<file path="src/rtl/alu_mc_if.sv">
// rtl/alu_mc_if.sv - operand/result handshake bundle for the multi-cycle ALU
interface alu_mc_if #(
  parameter int WIDTH = 32
);
  logic             flush;
  logic             in_valid;
  logic             in_ready;
  logic [4:0]       opcode;
  logic [WIDTH-1:0] operator_1;
  logic [WIDTH-1:0] operator_2;
  logic             out_valid;
  logic             out_ready;
  logic [WIDTH-1:0] answer;
  logic             err;
  logic             busy;

  modport master (
    output flush, in_valid, opcode, operator_1, operator_2, out_ready,
    input  in_ready, out_valid, answer, err, busy
  );

  modport slave (
    input  flush, in_valid, opcode, operator_1, operator_2, out_ready,
    output in_ready, out_valid, answer, err, busy
  );
endinterface

</file>
<file path="src/rtl/alu_mc.sv">
// rtl/alu_mc.sv - multi-cycle integer ALU (shift-add MUL, restoring DIV under ALU_MC_DIV_EN)
module alu_mc #(
  parameter int WIDTH = 32
) (
  input logic    clk,
  input logic    rst,
  alu_mc_if.slave bus
);
  localparam int SHAMT_W = $clog2(WIDTH);

  localparam logic [4:0] OP_ADD    = 5'h00;
  localparam logic [4:0] OP_SUB    = 5'h01;
  localparam logic [4:0] OP_MUL    = 5'h02;
  localparam logic [4:0] OP_MULH   = 5'h03;
  localparam logic [4:0] OP_MULHSU = 5'h04;
  localparam logic [4:0] OP_MULHU  = 5'h05;
  localparam logic [4:0] OP_DIV    = 5'h06;
  localparam logic [4:0] OP_DIVU   = 5'h07;
  localparam logic [4:0] OP_REM    = 5'h08;
  localparam logic [4:0] OP_REMU   = 5'h09;
  localparam logic [4:0] OP_AND    = 5'h0A;
  localparam logic [4:0] OP_OR     = 5'h0B;
  localparam logic [4:0] OP_XOR    = 5'h0C;
  localparam logic [4:0] OP_NOR    = 5'h0D;
  localparam logic [4:0] OP_SLL    = 5'h0E;
  localparam logic [4:0] OP_SRL    = 5'h0F;
  localparam logic [4:0] OP_SRA    = 5'h10;
  localparam logic [4:0] OP_SLT    = 5'h11;
  localparam logic [4:0] OP_SLTU   = 5'h12;

  typedef enum logic [1:0] {S_IDLE, S_CALC, S_DONE} state_t;

  state_t               r_state;
  logic                 r_in_ready;
  logic                 r_out_valid;
  logic                 r_busy;
  logic                 r_err;
  logic [WIDTH-1:0]     r_answer;
  logic [4:0]           r_op;
  logic [SHAMT_W-1:0]   r_cnt;
  // MUL: {partial product high, multiplier}; DIV: {remainder, quotient}
  logic [2*WIDTH-1:0]   r_prod;
  // MUL: multiplicand magnitude; DIV: divisor magnitude
  logic [WIDTH-1:0]     r_opnd;
  // MUL: product sign; DIV: quotient sign
  logic                 r_neg;
`ifdef ALU_MC_DIV_EN
  logic                 r_rneg;
  logic                 r_div0;
  logic [WIDTH-1:0]     r_a_orig;
`endif

  logic                 w_accept;
  logic                 w_is_mul;
  logic                 w_is_div;
  logic                 w_illegal;
  logic [WIDTH-1:0]     w_simple;
  logic                 w_a_signed;
  logic                 w_b_signed;
  logic                 w_a_neg;
  logic                 w_b_neg;
  logic [WIDTH-1:0]     w_a_mag;
  logic [WIDTH-1:0]     w_b_mag;
  logic [WIDTH:0]       w_mul_sum;
  logic [2*WIDTH-1:0]   w_mul_next;
  logic [2*WIDTH-1:0]   w_mul_fin;
  logic [2*WIDTH-1:0]   w_iter_next;
  logic [WIDTH-1:0]     w_calc_res;
  logic                 w_last;
`ifdef ALU_MC_DIV_EN
  logic [WIDTH:0]       w_div_shift;
  logic [WIDTH:0]       w_div_diff;
  logic [2*WIDTH-1:0]   w_div_next;
  logic [WIDTH-1:0]     w_quo;
  logic [WIDTH-1:0]     w_rem;
`endif

  assign w_accept      = bus.in_valid & r_in_ready;
  assign w_last        = (r_cnt == SHAMT_W'(WIDTH - 1));

  assign bus.in_ready  = r_in_ready;
  assign bus.out_valid = r_out_valid;
  assign bus.answer    = r_answer;
  assign bus.err       = r_err;
  assign bus.busy      = r_busy;

  // Decode the incoming opcode: class, legality and single-cycle result
  always_comb begin
    w_simple   = '0;
    w_illegal  = 1'b0;
    w_is_mul   = 1'b0;
    w_is_div   = 1'b0;
    w_a_signed = 1'b0;
    w_b_signed = 1'b0;
    case (bus.opcode)
      OP_ADD:    w_simple = bus.operator_1 + bus.operator_2;
      OP_SUB:    w_simple = bus.operator_1 - bus.operator_2;
      OP_MUL, OP_MULHU: w_is_mul = 1'b1;
      OP_MULH:   begin w_is_mul = 1'b1; w_a_signed = 1'b1; w_b_signed = 1'b1; end
      OP_MULHSU: begin w_is_mul = 1'b1; w_a_signed = 1'b1; end
`ifdef ALU_MC_DIV_EN
      OP_DIV, OP_REM: begin w_is_div = 1'b1; w_a_signed = 1'b1; w_b_signed = 1'b1; end
      OP_DIVU, OP_REMU: w_is_div = 1'b1;
`endif
      OP_AND:    w_simple = bus.operator_1 & bus.operator_2;
      OP_OR:     w_simple = bus.operator_1 | bus.operator_2;
      OP_XOR:    w_simple = bus.operator_1 ^ bus.operator_2;
      OP_NOR:    w_simple = ~(bus.operator_1 | bus.operator_2);
      OP_SLL:    w_simple = bus.operator_1 << bus.operator_2[SHAMT_W-1:0];
      OP_SRL:    w_simple = bus.operator_1 >> bus.operator_2[SHAMT_W-1:0];
      OP_SRA:    w_simple = $signed(bus.operator_1) >>> bus.operator_2[SHAMT_W-1:0];
      OP_SLT:    w_simple = {{(WIDTH-1){1'b0}}, $signed(bus.operator_1) < $signed(bus.operator_2)};
      OP_SLTU:   w_simple = {{(WIDTH-1){1'b0}}, bus.operator_1 < bus.operator_2};
      default:   w_illegal = 1'b1;
    endcase
  end

  // Operand magnitudes for the iterative units
  always_comb begin
    w_a_neg = w_a_signed & bus.operator_1[WIDTH-1];
    w_b_neg = w_b_signed & bus.operator_2[WIDTH-1];
    w_a_mag = w_a_neg ? -bus.operator_1 : bus.operator_1;
    w_b_mag = w_b_neg ? -bus.operator_2 : bus.operator_2;
  end

  // One shift-add step: add multiplicand on multiplier LSB, shift right
  always_comb begin
    w_mul_sum  = {1'b0, r_prod[2*WIDTH-1:WIDTH]} + (r_prod[0] ? {1'b0, r_opnd} : {(WIDTH+1){1'b0}});
    w_mul_next = {w_mul_sum, r_prod[WIDTH-1:1]};
    w_mul_fin  = r_neg ? -w_mul_next : w_mul_next;
  end

`ifdef ALU_MC_DIV_EN
  // One restoring-division step: shift in next dividend bit, subtract if it fits
  always_comb begin
    w_div_shift = {r_prod[2*WIDTH-1:WIDTH], r_prod[WIDTH-1]};
    w_div_diff  = w_div_shift - {1'b0, r_opnd};
    if (w_div_diff[WIDTH])
      w_div_next = {w_div_shift[WIDTH-1:0], r_prod[WIDTH-2:0], 1'b0};
    else
      w_div_next = {w_div_diff[WIDTH-1:0], r_prod[WIDTH-2:0], 1'b1};
    w_quo = r_div0 ? {WIDTH{1'b1}} : (r_neg ? -w_div_next[WIDTH-1:0] : w_div_next[WIDTH-1:0]);
    w_rem = r_div0 ? r_a_orig : (r_rneg ? -w_div_next[2*WIDTH-1:WIDTH] : w_div_next[2*WIDTH-1:WIDTH]);
  end
`endif

  // Select the next iteration state and the final result from the last step
  always_comb begin
    w_iter_next = w_mul_next;
    w_calc_res  = '0;
    case (r_op)
      OP_MUL:                       w_calc_res = w_mul_fin[WIDTH-1:0];
      OP_MULH, OP_MULHSU, OP_MULHU: w_calc_res = w_mul_fin[2*WIDTH-1:WIDTH];
`ifdef ALU_MC_DIV_EN
      OP_DIV, OP_DIVU: begin w_iter_next = w_div_next; w_calc_res = w_quo; end
      OP_REM, OP_REMU: begin w_iter_next = w_div_next; w_calc_res = w_rem; end
`endif
      default: ;
    endcase
  end

  // Control FSM with registered handshake outputs; flush outranks everything
  always_ff @(posedge clk or posedge rst) begin
    if (rst) begin
      r_state     <= S_IDLE;
      r_in_ready  <= 1'b1;
      r_out_valid <= 1'b0;
      r_busy      <= 1'b0;
      r_err       <= 1'b0;
      r_answer    <= '0;
      r_op        <= '0;
      r_cnt       <= '0;
      r_prod      <= '0;
      r_opnd      <= '0;
      r_neg       <= 1'b0;
`ifdef ALU_MC_DIV_EN
      r_rneg      <= 1'b0;
      r_div0      <= 1'b0;
      r_a_orig    <= '0;
`endif
    end else if (bus.flush) begin
      r_state     <= S_IDLE;
      r_in_ready  <= 1'b1;
      r_out_valid <= 1'b0;
      r_busy      <= 1'b0;
    end else begin
      case (r_state)
        S_IDLE: begin
          if (w_accept) begin
            r_op       <= bus.opcode;
            r_in_ready <= 1'b0;
            r_busy     <= 1'b1;
            r_cnt      <= '0;
            r_neg      <= w_a_neg ^ w_b_neg;
            if (w_is_mul) begin
              r_state <= S_CALC;
              r_prod  <= {{WIDTH{1'b0}}, w_b_mag};
              r_opnd  <= w_a_mag;
            end else if (w_is_div) begin
              r_state <= S_CALC;
              r_prod  <= {{WIDTH{1'b0}}, w_a_mag};
              r_opnd  <= w_b_mag;
            end else begin
              r_state     <= S_DONE;
              r_answer    <= w_simple;
              r_err       <= w_illegal;
              r_out_valid <= 1'b1;
            end
`ifdef ALU_MC_DIV_EN
            r_rneg   <= w_a_neg;
            r_div0   <= (bus.operator_2 == '0);
            r_a_orig <= bus.operator_1;
`endif
          end
        end
        S_CALC: begin
          r_cnt  <= r_cnt + 1'b1;
          r_prod <= w_iter_next;
          if (w_last) begin
            r_state     <= S_DONE;
            r_answer    <= w_calc_res;
            r_err       <= 1'b0;
            r_out_valid <= 1'b1;
          end
        end
        S_DONE: begin
          if (bus.out_ready) begin
            r_state     <= S_IDLE;
            r_out_valid <= 1'b0;
            r_in_ready  <= 1'b1;
            r_busy      <= 1'b0;
          end
        end
        default: r_state <= S_IDLE;
      endcase
    end
  end
endmodule

</file>
<file path="src/flat_wrapper.sv">
// flat-port wrapper written by rule: the top's interface ports become plain ports
module alu_mc_flat 
#(
  parameter int WIDTH = 32
)
  (clk, rst, bus_flush, bus_in_valid, bus_opcode, bus_operator_1, bus_operator_2, bus_out_ready, bus_in_ready, bus_out_valid, bus_answer, bus_err, bus_busy);
  alu_mc_if #(.WIDTH(WIDTH)) bus_i ();
  input logic clk;
  input logic rst;
  input wire logic [$bits(bus_i.flush)-1:0] bus_flush;
  input wire logic [$bits(bus_i.in_valid)-1:0] bus_in_valid;
  input wire logic [$bits(bus_i.opcode)-1:0] bus_opcode;
  input wire logic [$bits(bus_i.operator_1)-1:0] bus_operator_1;
  input wire logic [$bits(bus_i.operator_2)-1:0] bus_operator_2;
  input wire logic [$bits(bus_i.out_ready)-1:0] bus_out_ready;
  output wire logic [$bits(bus_i.in_ready)-1:0] bus_in_ready;
  output wire logic [$bits(bus_i.out_valid)-1:0] bus_out_valid;
  output wire logic [$bits(bus_i.answer)-1:0] bus_answer;
  output wire logic [$bits(bus_i.err)-1:0] bus_err;
  output wire logic [$bits(bus_i.busy)-1:0] bus_busy;
  assign bus_i.flush = bus_flush;
  assign bus_i.in_valid = bus_in_valid;
  assign bus_i.opcode = bus_opcode;
  assign bus_i.operator_1 = bus_operator_1;
  assign bus_i.operator_2 = bus_operator_2;
  assign bus_i.out_ready = bus_out_ready;
  assign bus_in_ready = bus_i.in_ready;
  assign bus_out_valid = bus_i.out_valid;
  assign bus_answer = bus_i.answer;
  assign bus_err = bus_i.err;
  assign bus_busy = bus_i.busy;
  alu_mc #(.WIDTH(WIDTH)) u_core (.clk(clk), .rst(rst), .bus(bus_i));
endmodule
</file>
<file path="config.mk">
export PLATFORM = sky130hd
export DESIGN_NAME = alu_mc_flat
export DESIGN_NICKNAME = d
export VERILOG_FILES = /design/src/rtl/alu_mc_if.sv /design/src/rtl/alu_mc.sv /design/src/flat_wrapper.sv
export SDC_FILE = /design/constraint.sdc
export NUM_CORES = 1
export LEC_CHECK = 0
export CAP_MARGIN = 20
export CELL_PAD_IN_SITES_DETAIL_PLACEMENT = 1
export CELL_PAD_IN_SITES_GLOBAL_PLACEMENT = 1
export CORE_UTILIZATION = 25
export DETAILED_ROUTE_END_ITERATION = 8
export GPL_TIMING_DRIVEN = 0
export HOLD_SLACK_MARGIN = 0.08
export PLACE_DENSITY_LB_ADDON = 0.1
export SYNTH_ARGS = -nofsm -noshare
export SYNTH_HDL_FRONTEND = slang
export SYNTH_SLANG_ARGS = --single-unit
</file>
<file path="constraint.sdc">
create_clock -name clk -period 8.35 [get_ports clk]
set_input_delay 1.2525 -clock clk [delete_from_list [all_inputs] [get_ports clk]]
set_output_delay 1.2525 -clock clk [all_outputs]
set_load 0.01 [all_outputs]
</file>
==> metrics <==
max_cap viols 0; Max VDD drop 0.000112 V; CTS clock-pin slew for the worst setup and hold paths 0.07 ns; gate count of the mapped netlist 2732; Worst Setup End Kind flop; EDFF count, synth 0; final global-route overflow total 0; root buffer cell clkbuf_16; CP Buf/Inv Count 7; final cell count without fillers 3930; crit-path max cell delay 0.74 ns; clk buf depth 2; fin. max-slew vios 0; sink of the worst hold path u_core.r_opnd[29]$_DFFE_PP0P_; Tightest Pin Transition 1.17 ns; total core area between 70000 and 80000 sq um; multiplexer share of the synthesized area under 10%; first-pass GRT wire length 174 mm; die width 284 um; synth warn 0; share of layout cells above drive strength 1 a little over 5%; synth unique cells between 90 and 100; cell mode on critical path clkbuf_1; global route hottest layer met2; DR WL/cell 31.4 um; Site Rows approximately 100; initial antenna violation count 1; post-synthesis sequential area ratio 18.2%; endpoints failing hold 0; syn nets 2946; R2R setup slack 2.25 ns; initial DRC count 1743; hold path depth 2; largest net degree at the start of global routing around 120; first drt pass iteration count 6; XOR/XNOR Fraction of Synth Area 6.64%; die area 80800 sq um; fin crit period 7.95 ns; ys flop type dfrtp_1; Post-Synth Simple-Gate Area a little over a fifth; post-synth design cell area 19900 sq um; IO buf count about 110; GRT Resource Usage Total about 30%; PwrDens just over 200 nW/um^2; Slowest-stage cell, CP a2111oi_0; Crit path arrival time 8.28 ns; WP data required between 8 and 9 ns; Crit Path Max Fanout 11; crit start category primary input; top post-synthesis cells by area dfrtp_1 18%, ha_1 8.6%, o21ai_0 6.7%; post-synthesis compound-gate area fraction approximately 30%; htree depth 4; # fillers 9671; share of the synthesized area in the top cell type 18.1%; met1 global-route usage 40.2%; detailed-route vias per instance ~5.8; die height roughly 280 um; Nets 3080; vias 22800; Post-DRT Antenna Nets 0; worst-skew pair later-pin latency between 0.4 and 0.5 ns; Worst R2R End u_core.bus.answer[22]$_DFFE_PP0P_; leak pwr 9.07 nW; RSZ-0062 raised after global routing no; grt met2 use a little under half; Initial Utilization 25.3%; vias in the first global route 22600; clk sink count roughly 150; Reg2Reg Depth 15; DRC violations left 0; Post-Syn Area per Cell 7.29 sq um; Layout area overhead 15.6%; # placed instances 3896; crit share post-route 95.2%; Hold Path Class reg -> reg; reg-to-reg startpoint u_core.r_prod[0]$_DFFE_PP0P_; synth cell count leaders 308 x nand2_1, 286 x nor2_1, 267 x o21ai_0; GP Congestion 0.997; combinational family with the most area after synthesis compound AO/OA/AOI/OAI gates; worst setup path class in -> reg; Hold WS roughly 0.48 ns; routed wire length 123 mm; CTS tree yes; final setup fails 0; max frequency 126 MHz; Crit path max-delay family compound AO/OA/AOI/OAI gates; met3 usage 3.19%; hold path startpoint u_core.r_opnd[29]$_DFFE_PP0P_; leading area contributor after synthesis dfrtp_1; cell with the most instances after synthesis nand2_1; status finished, final reports clean; worst relative slew slack 21.7%; crit path cell chain clkdlybuf4s50_1 > clkbuf_1 > inv_1 > clkbuf_1 > buf_1 > buf_2 > clkbuf_2 > ha_1 > o21a_1 > a2111oi_0 > o31ai_1 > a31o_2 > a41o_1 > a211oi_1 > a21oi_1 > xnor2_1 > a221oi_2 > a2bb2oi_1 > o21ai_0; adder and majority gate portion of the synthesized area 8.90%; total CTS buffers 17; post-DP HPWL 103 mm; I/O Pins 110; count of state elements after synthesis 145; # hold bufs at CTS 0; Final Skew 0.0183 ns; asr flop ratio synth 100%
## flip-flops by register name, summed over array words and instances, names as in the netlist
signal	cells
u_core.bus.err	1
u_core.r_neg	1
u_core.bus.out_valid	1
u_core.r_state	2
u_core.r_prod	64
u_core.r_cnt	5
u_core.bus.answer	32
u_core.bus.in_ready	1
u_core.bus.busy	1
u_core.r_op	5
u_core.r_opnd	32
## report_power, final
part / switching [W] / total (W) / internal [W] / leakage (nW)
Sequential: 0.000276 / 0.00124 / 0.000960 / 1.87
Combinational: 0.00172 / 0.00263 / 0.000905 / 6.90
Clock: 0.000379 / 0.000806 / 0.000427 / 0.292
Total: 0.00238 / 0.00467 / 0.00229 / 9.07
## how the worst max path moves through the flow
stage          cells after the start                           endpoint              start
6_report                          19  u_core.bus.answer[19]$_DFFE_PP0P_  bus_operator_2[2]
4_1_cts                           19  u_core.bus.answer[19]$_DFFE_PP0P_  bus_operator_2[2]
3_5_place_dp                      18  u_core.bus.answer[27]$_DFFE_PP0P_  bus_operator_2[2]
3_3_place_gp                      19  u_core.bus.answer[19]$_DFFE_PP0P_  bus_operator_2[2]
5_1_grt                           19  u_core.bus.answer[19]$_DFFE_PP0P_  bus_operator_2[2]
2_1_floorplan                     17  u_core.bus.answer[27]$_DFFE_PP0P_  bus_operator_2[2]
## worst min-delay path, delay by kind of cell (launching register included)
| kind | cells | cell delay (ns) |
|---|---|---|
| AND/OR/NAND/NOR | 1 | 0.05 |
| AO/OA/AOI/OAI | 1 | 0.06 |
| flip-flops | 1 | 0.34 |
## through the flow
stage | setup WS, ns | total power (W) | utilization (%) | area [sq um] | setup TNS, ns
6_report | 0.399 | 0.00467 | 29.2 | 23000 | 0
2_1_floorplan | 2.49 | 0.00270 | - | 19900 | 0
5_1_grt | 0.0694 | 0.00495 | 29.2 | 23000 | 0
3_5_place_dp | -0.918 | 0.00385 | 28.4 | 22400 | -6.61
3_3_place_gp | -0.946 | 0.00380 | 28.3 | 22300 | -6.73
4_1_cts | 0.255 | 0.00467 | 29.2 | 23000 | 0
## cells by family after synthesis
kind of cell               Yosys count
buffers and inverters              326
AOI/OAI and AO/OA                  936
and+or+nand+nor                    927
DFF                                145
muxes                              107
adders and majority gates          140
xor gates and xnor gates           151
## layout make-up
type | instances | area [sq um] | area share, %
Buffer | 202 | 847 | 3.68
Antenna cell | 1 | 2.50 | 0.0109
Clock inverter | 14 | 159 | 0.690
Multi-Input combinational cell | 2261 | 15000 | 65.2
Clock buffer | 18 | 429 | 1.86
Timing Repair Buffer | 115 | 1150 | 5.01
Sequential cell | 145 | 3630 | 15.8
Inverter | 124 | 473 | 2.05
Tap cell | 1050 | 1310 | 5.70
## layer usage
metal,vias to the layer above,wire (um)
li1,10200,-
met1,11600,56200
met2,722,55900
met3,150,5330
met4,0,6130
met5,-,0
## placed cells by master (no fill, tap or decap), drive strengths merged, types with 18 or more instances in the layout
| cell type | count |
|---|---|
| xnor2 | 106 |
| or3 | 24 |
| o21ai | 267 |
| a211oi | 39 |
| nor4 | 19 |
| ha | 137 |
| nand2 | 308 |
| mux4 | 44 |
| nor2b | 18 |
| a21o | 30 |
| buf | 30 |
| clkdlybuf4s50 | 106 |
| o21bai | 20 |
| o31ai | 33 |
| a21oi | 244 |
| a221oi | 38 |
| nor3 | 68 |
| nand3 | 52 |
| o22ai | 26 |
| o211ai | 22 |
| xor2 | 45 |
| a31oi | 37 |
| mux2i | 54 |
| inv | 131 |
| and2 | 42 |
| nor2 | 286 |
| clkbuf | 196 |
| dfrtp | 144 |
| nand4 | 22 |
| and3 | 18 |
## timing repair
item                       in CTS  in global routing
hold endpoints to repair        0                  0
resized for setup               3                  1
setup endpoints to repair       7                  1
buffers inserted                0                  0
Power figures use the tool's default switching activity.
